<file path="config.mk">
export PLATFORM = sky130hd
export DESIGN_NAME = tag_alloc_freelist
export DESIGN_NICKNAME = d
export VERILOG_FILES = /design/src/rtl/tag_alloc_freelist.sv
export SDC_FILE = /design/constraint.sdc
export NUM_CORES = 1
export LEC_CHECK = 0
export CELL_PAD_IN_SITES_DETAIL_PLACEMENT = 0
export CELL_PAD_IN_SITES_GLOBAL_PLACEMENT = 2
export CORE_MARGIN = 1.5
export CORE_UTILIZATION = 25
export DETAILED_ROUTE_END_ITERATION = 7
export PLACE_DENSITY = 0.58
export SYNTH_ARGS = -nofsm -noshare
export SYNTH_HDL_FRONTEND = slang
export SYNTH_SLANG_ARGS = --single-unit
</file>
<file path="constraint.sdc">
create_clock -name clk -period 7.2 [get_ports clk]
set_clock_uncertainty 0.05 [all_clocks]
set_input_delay 1.44 -clock clk [delete_from_list [all_inputs] [get_ports clk]]
set_output_delay 1.44 -clock clk [all_outputs]
set_load 0.03 [all_outputs]
</file>
<file path="src/rtl/tag_alloc_freelist.sv">
// Rename-side tag allocator: circular free list of tags, in-order
// multi-port grant, tagfile write drive, retire push and flush refill.
module tag_alloc_freelist #(
    parameter int ports  = 2,
    parameter int addr_w = 5,
    parameter int tag_w  = 4
) (
    input  logic                    clk,
    input  logic                    rst,
    input  logic                    flush,
    input  logic [ports-1:0]        alloc_req,
    input  logic [ports*addr_w-1:0] alloc_rd,
    output logic [ports-1:0]        alloc_gnt,
    output logic [ports*tag_w-1:0]  alloc_tag,
    input  logic [ports-1:0]        ret_valid,
    input  logic [ports*tag_w-1:0]  ret_tag,
    output logic [ports-1:0]        tf_wr_en,
    output logic [ports*addr_w-1:0] tf_wr_addr,
    output logic [ports*tag_w-1:0]  tf_wr_data,
    output logic [tag_w:0]          free_count,
    output logic                    empty,
    output logic                    err
);

    localparam int NT = 2 ** tag_w;
    localparam logic [tag_w:0] NT_C = (tag_w + 1)'(NT);
    localparam logic [tag_w:0] ONE = (tag_w + 1)'(1);

    logic [tag_w-1:0] fifo_q [NT];
    logic [tag_w-1:0] fifo_d [NT];
    logic [tag_w-1:0] head_q, head_d;
    logic [tag_w-1:0] tail_q, tail_d;
    logic [tag_w:0]   count_q, count_d;
    logic             err_q, err_d;

    logic [ports-1:0]       gnt;
    logic [ports-1:0]       wen;
    logic [ports*tag_w-1:0] tag;
    logic [tag_w:0]         nalloc;
    logic [addr_w-1:0]      rd_i;
    logic                   denied;

    // In-order grant: first denied requester blocks all higher ports.
    always_comb begin
        gnt    = '0;
        wen    = '0;
        tag    = '0;
        nalloc = '0;
        denied = 1'b0;
        rd_i   = '0;
        for (int i = 0; i < ports; i++) begin
            rd_i = alloc_rd[i*addr_w +: addr_w];
            if (alloc_req[i]) begin
                if (!rst && !flush && !denied &&
                    (rd_i == '0 || count_q > nalloc)) begin
                    gnt[i] = 1'b1;
                    if (rd_i != '0) begin
                        wen[i] = 1'b1;
                        tag[i*tag_w +: tag_w] =
                            fifo_q[head_q + nalloc[tag_w-1:0]];
                        nalloc = nalloc + ONE;
                    end
                end else begin
                    denied = 1'b1;
                end
            end
        end
    end

    logic [tag_w:0] avail;
    logic [tag_w:0] pushed;
    logic           ovf;

    // Returns land behind the tail; anything beyond capacity is dropped.
    always_comb begin
        fifo_d = fifo_q;
        avail  = NT_C - (count_q - nalloc);
        pushed = '0;
        ovf    = 1'b0;
        for (int i = 0; i < ports; i++) begin
            if (ret_valid[i]) begin
                if (pushed < avail) begin
                    fifo_d[tail_q + pushed[tag_w-1:0]] =
                        ret_tag[i*tag_w +: tag_w];
                    pushed = pushed + ONE;
                end else begin
                    ovf = 1'b1;
                end
            end
        end
        head_d  = head_q + nalloc[tag_w-1:0];
        tail_d  = tail_q + pushed[tag_w-1:0];
        count_d = count_q - nalloc + pushed;
        err_d   = err_q | ovf;
        if (flush) begin
            for (int i = 0; i < NT; i++) begin
                fifo_d[i] = tag_w'(i);
            end
            head_d  = '0;
            tail_d  = '0;
            count_d = NT_C;
            err_d   = err_q;
        end
    end

    always_ff @(posedge clk or posedge rst) begin
        if (rst) begin
            for (int i = 0; i < NT; i++) begin
                fifo_q[i] <= tag_w'(i);
            end
            head_q  <= '0;
            tail_q  <= '0;
            count_q <= NT_C;
            err_q   <= 1'b0;
        end else begin
            fifo_q  <= fifo_d;
            head_q  <= head_d;
            tail_q  <= tail_d;
            count_q <= count_d;
            err_q   <= err_d;
        end
    end

    assign alloc_gnt  = gnt;
    assign alloc_tag  = tag;
    assign tf_wr_en   = wen;
    assign tf_wr_addr = alloc_rd;
    assign tf_wr_data = tag;
    assign free_count = count_q;
    assign empty      = (count_q == '0);
    assign err        = err_q;

endmodule

</file>
== Word level (Yosys, flattened, before mapping) ==
Index checks and enable logic that the tools add are counted.

* Add/subtract/negate cells: 9
* Order comparisons: 10
* Muxes and demuxes: 52
* Bitwise gates (word level): 5
* Reductions and logical operators: 16

{| class="wikitable"
|+ Operators with widths
! cell !! count
|-
| 64-bit 2-to-1 mux || 5
|-
| 64-bit bitwise mux || 2
|-
| 4-bit 2-to-1 mux || 14
|-
| 4-bit binary-select mux with 4-bit select || 2
|-
| 4-bit demux with 4-bit select || 2
|-
| 5-bit 2-to-1 mux || 6
|-
| 1-bit 2-to-1 mux || 21
|-
| 5-bit >= comparator, second input constant || 4
|-
| 4-bit inverter with 5-bit output || 4
|-
| 4-bit adder || 4
|-
| 5-bit logical NOT || 3
|-
| 5-bit by 1-bit adder with 5-bit output, second input constant || 2
|-
| 5-bit by 1-bit < comparator with 1-bit output, second input constant || 2
|-
| 5-bit nonzero test || 2
|-
| 1-bit logical AND || 6
|-
| 5-bit adder || 1
|-
| 5-bit by 1-bit > comparator with 1-bit output, second input constant || 1
|-
| 5-bit > comparator || 1
|-
| 1-bit by 5-bit < comparator with 1-bit output, first input constant || 1
|-
| 5-bit < comparator || 1
|-
| 5-bit subtractor || 1
|-
| 5-bit subtractor, first input constant || 1
|-
| 1-bit logical NOT || 3
|-
| 1-bit logical OR || 2
|-
| 1-bit OR || 1
|}

* Bits in registers: 78
* Input port bits: 25
* Output and inout port bits: 37

== Logic depth before layout (Yosys ltp) ==
* Depth after elaboration: 25
* Gate-level depth with buffers: 27
* Gate-level depth less buffers: 24

== Worst setup path before layout ==
Ideal clock, no wire load.

* Kind: input -> register
* Start point: input alloc_rd[1]
* End point: register fifo_q[4] (netlist bit)
* Arrival: 7,403 ps
* Required time: 7,031 ps
* Setup slack: -372 ps
* Cell stages on the path: 26
* Buffers on the path: 3
* Cells stage by stage: nor3_1 -> nand2_1 -> nand2_1 -> or4_1 -> clkbuf_1 -> a21oi_1 -> nor3_1 -> xnor2_1 -> ha_1 -> fa_1 -> ha_1 -> nand3_1 -> nor3_1 -> mux2_2 -> buf_6 -> buf_2 -> nand2_1 -> and2_1 -> ha_1 -> ha_1 -> nand2b_1 -> o21a_1 -> mux2_2 -> a211oi_1 -> a21oi_1 -> o21a_1

{| class="wikitable"
|+ RTL lines
! what !! RTL line !! text
|-
| start: declaration || 12 || <nowiki>input logic [ports*addr_w-1:0] alloc_rd,</nowiki>
|-
| end signal: indexed assignment || 109 || <nowiki>fifo_q[i] <= tag_w'(i);</nowiki>
|-
| end signal: assignment || 116 || <nowiki>fifo_q <= fifo_d;</nowiki>
|-
| end: declaration || 29 || <nowiki>logic [tag_w-1:0] fifo_q [NT];</nowiki>
|}

== Final worst setup path ==
* Start point: input alloc_rd[1]
* End point: output alloc_tag[5]

* Word-level cells in the longest chain between the ends: 13
* Elaborated cells between the ends (all ways): 22
* Classes of those cells: 1 x add/sub; 1 x order compare; 11 x mux; 1 x bitwise; 8 x reduce/logical

{| class="wikitable"
|+ Ends and longest elaborated chain
! what !! RTL line !! text
|-
| 5-bit logical NOT || 55 || <nowiki>(rd_i == '0 || count_q > nalloc)) begin</nowiki>
|-
| 1-bit logical OR || 55 ||
|-
| 1-bit logical AND || 54 || <nowiki>if (!rst && !flush && !denied &&</nowiki>
|-
| 1-bit 2-to-1 mux || 54 ||
|-
| 1-bit 2-to-1 mux || 53 || <nowiki>if (alloc_req[i]) begin</nowiki>
|-
| 4-bit adder || 60 || <nowiki>fifo_q[head_q + nalloc[tag_w-1:0]];</nowiki>
|-
| 4-bit inverter with 5-bit output (not written as such) || 60 ||
|-
| 4-bit binary-select mux with 4-bit select || 60 ||
|-
| 4-bit 2-to-1 mux (not written as such) (2 in a row) || 60 ||
|-
| 4-bit 2-to-1 mux || 57 || <nowiki>if (rd_i != '0) begin</nowiki>
|-
| 4-bit 2-to-1 mux (*) || 54 ||
|-
| 4-bit 2-to-1 mux (*) || 53 ||
|-
| end: declaration || 14 || <nowiki>output logic [ports*tag_w-1:0] alloc_tag,</nowiki>
|}

Mark *: on every way between the ends. The rest lies on a longest branch, timed or not. The select of a mux whose other input is x is not followed.

==> results.yml <==
routing:
  antenna_left: 0
  routed-via-count: 5418
  firstDrtPassIters: 5
  route.detailed.wl_per_inst_um: 24.09
  drc: 0
  routed_wl_mm: 23.88
  drt_iter0_drc: 460
  avgViaCountPerCell: 5.467
placed_design:
  dpl.hpwl_mm: 17.54
  placement.io_buffers: 61
  gp_congestion: 0.8306
  post_dp_cell_area_sq_um: 7106
  place_ws_ns: 0.03064
setup_path:
  rr_worst_depth: 26
  crit_path_max_fanout: 11
  crit_arrival_ns: 5.19
  criticalPathCategory: "primary input to output pin"
  critical_path_required_ns: 5.71
  r2r_slack_ns: 1.42
  cp-end-kind: "output pin"
  r2r_start: "free_count[4]$_DFF_PP1_"
  start_kind: "primary input"
  r2r_end: "fifo_q[59]$_DFF_PP0_"
min_path:
  hp-start: "fifo_q[23]$_DFF_PP1_"
  hold_class: "flip-flop to flip-flop"
  worstHoldPathCells: 2
  holdPathEnd: "fifo_q[23]$_DFF_PP1_"
power:
  ir_worst_vdd_mv: 0.1786
  cellLeakagePower_nw: 2.960
  p_per_area_nw_per_um2: 310.6
synth:
  ys_warn_count: 0
  synth_nets: 658
  synthCells: 616
  synth_flop_cell: "dfrtp_1"
  synth-seq-area-share: 0.3238
  synth_edf_count: 0
  ys_types: 65
  synth.cell_area_sq_um: 6155
  syn_avg_cell_area_sq_um: 9.991
  async_flop_share: 1.000
  synth-seq-cells: 78
clock_tree:
  cts_root_buffer: "clkbuf_16"
  cts.path.max_buffers: 2
  cts_tree: "built"
  worstSkewPairLatency_ns: 0.35
  cts_buffers: 9
  cts.sinks: 78
  cts.reportedPaths.clkPinSlew_ns: 0.06
  post-cts-setup-buffers: 0
  cts.htree.levels: 3
floorplanning:
  fp-row-count: 57
  core_area_sq_um: 24250
  ios: 62
  die_h_um: 159.9
  die_w_um: 159.9
  die_area_sq_um: 25570
  start_util: 0.2538
timing:
  setup_viol: 0
  layout_min_cycle_time_ns: 6.683
  worstMarginPinSlew_ns: 1.156
  timing.final.crit_share: 0.9283
  fin_tns_setup_ns: 0
  max_slew_margin: 0.2238
  fmax_ghz: 0.1496
  rsz0062_at_grt: "false"
  final_hold_viol_count: 0
  setup_ws_ns: 0.5166
  finalMaxSlewViolations: 0
global_route:
  antenna_found_initial: 0
  first_global_vias: 5415
  grt_use_total: 0.1906
  grt_overflow: 0
  grt_pass1_wl_mm: 36.05
  grt_max_degree: 69
outcome:
  outcome: "completed"
finish:
  fin_area_sq_um: 7396
  area_growth_pct: 20.17
  most-common-layout-cells: "nor2_1, clkdlybuf4s50_1, dfrtp_1"
  num_antenna_cells: 0
  mostFrequentLayoutCell: "nor2_1"
  layout-drive-gt1-share: 0.2309
  nNetsFinal: 704
  fillers: 2544
flow_run:
  maxCapViolations: 0
==> final cells by class <==
type                       instances  area (sq um)  share of cell area
clock buffer                       9         225.2             0.03045
inverter                          11         42.54            0.005752
timing repair buffer              94         853.3              0.1154
tap                              324         405.4             0.05481
sequential                        78          1993              0.2695
clock inverter                     7         65.06            0.008797
multi-input combinational        468          3811              0.5153
==> how the worst max path moves through the flow <==
stage | slack, ns | from | end
2_1_floorplan | 0.16 | alloc_rd[1] | fifo_q[4]$_DFF_PP0_
3_3_place_gp | 0.13 | alloc_rd[0] | fifo_q[59]$_DFF_PP0_
3_5_place_dp | 0.03 | alloc_rd[1] | fifo_q[59]$_DFF_PP0_
4_1_cts | 0.40 | alloc_rd[1] | fifo_q[59]$_DFF_PP0_
5_1_grt | 0.09 | alloc_rd[0] | fifo_q[59]$_DFF_PP0_
6_report | 0.52 | alloc_rd[1] | alloc_tag[5]
==> metrics by stage <==
stage	std cells	util	hold WS (ns)	total power, W
floorplan	616	-	0.4058	0.001445
global placement	975	0.2930	0.4280	0.001820
detailed placement	975	0.2930	0.4263	0.001835
CTS	991	0.3050	0.4360	0.002309
global route	991	0.3050	0.4567	0.002429
finish	991	0.3050	0.4435	0.002297
==> cell families (layout without fill, tap and decap cells) <==
logic type,after synthesis,after routing,share of synthesized area
compound gates,178,178,0.2163
xor+xnor,14,14,0.02358
fa+ha+maj,18,18,0.04107
buf+inv,70,121,0.05875
flops,78,78,0.3238
mux,73,73,0.1946
simple gates,185,185,0.1419
==> sequential cells by signal (all words and copies together) (netlist names) <==
signal / flops
free_count: 5
tail_q: 4
fifo_q: 64
head_q: 4
err: 1
==> where the power goes <==
part,switching [W],leakage (nW),internal (W)
sequential,0.0000885,0.961,0.000515
clock,0.000200,0.141,0.000266
combinational,0.000781,1.86,0.000446
==> critical path: stages <==
cell	delay [ns]
clkdlybuf4s50_1	0.48
nor3_1	0.06
nand2_1	0.08
nand2_1	0.06
or4_1	0.43
buf_4	0.18
inv_1	0.05
ha_1	0.20
ha_1	0.51
buf_4	0.28
mux4_2	0.33
mux2i_1	0.22
nand2_1	0.08
and3_1	0.20
clkdlybuf4s50_1	0.59
==> what timing repair did <==
item / 4_1_cts / 5_1_grt
setup endpoints to repair: 0 / 2
hold buffers: 0 / 0
resized for setup: 0 / 1
==> Yosys cell counts, types with 7 or more instances <==
library cell / n / area share
a21oi_1: 43 / 0.035
o211ai_2: 7 / 0.014
buf_2: 7 / 0.0057
nor2b_1: 15 / 0.015
nor3_1: 19 / 0.015
nor2_1: 71 / 0.043
mux4_2: 36 / 0.13
mux2i_1: 33 / 0.054
xnor2_1: 8 / 0.011
nand2_1: 39 / 0.024
inv_1: 11 / 0.0067
a211oi_1: 26 / 0.032
a22oi_1: 20 / 0.024
a221oi_1: 12 / 0.017
ha_1: 13 / 0.026
dfstp_2: 33 / 0.14
buf_4: 18 / 0.022
o21ai_0: 8 / 0.0065
and2_1: 9 / 0.0091
dfrtp_1: 45 / 0.18
clkbuf_1: 28 / 0.017
a32oi_1: 10 / 0.014
and3_1: 8 / 0.0081
==> per-layer routing <==
metal / GRT usage / vias up / part of all wire
met5: 0 / - / 0
met4: 0.05480 / 0 / 0.020
met3: 0.02545 / 29 / 0.042
met2: 0.3096 / 165 / 0.47
met1: 0.2652 / 2788 / 0.47
li1: - / 2436 / -
Power figures use the tool's default switching activity.
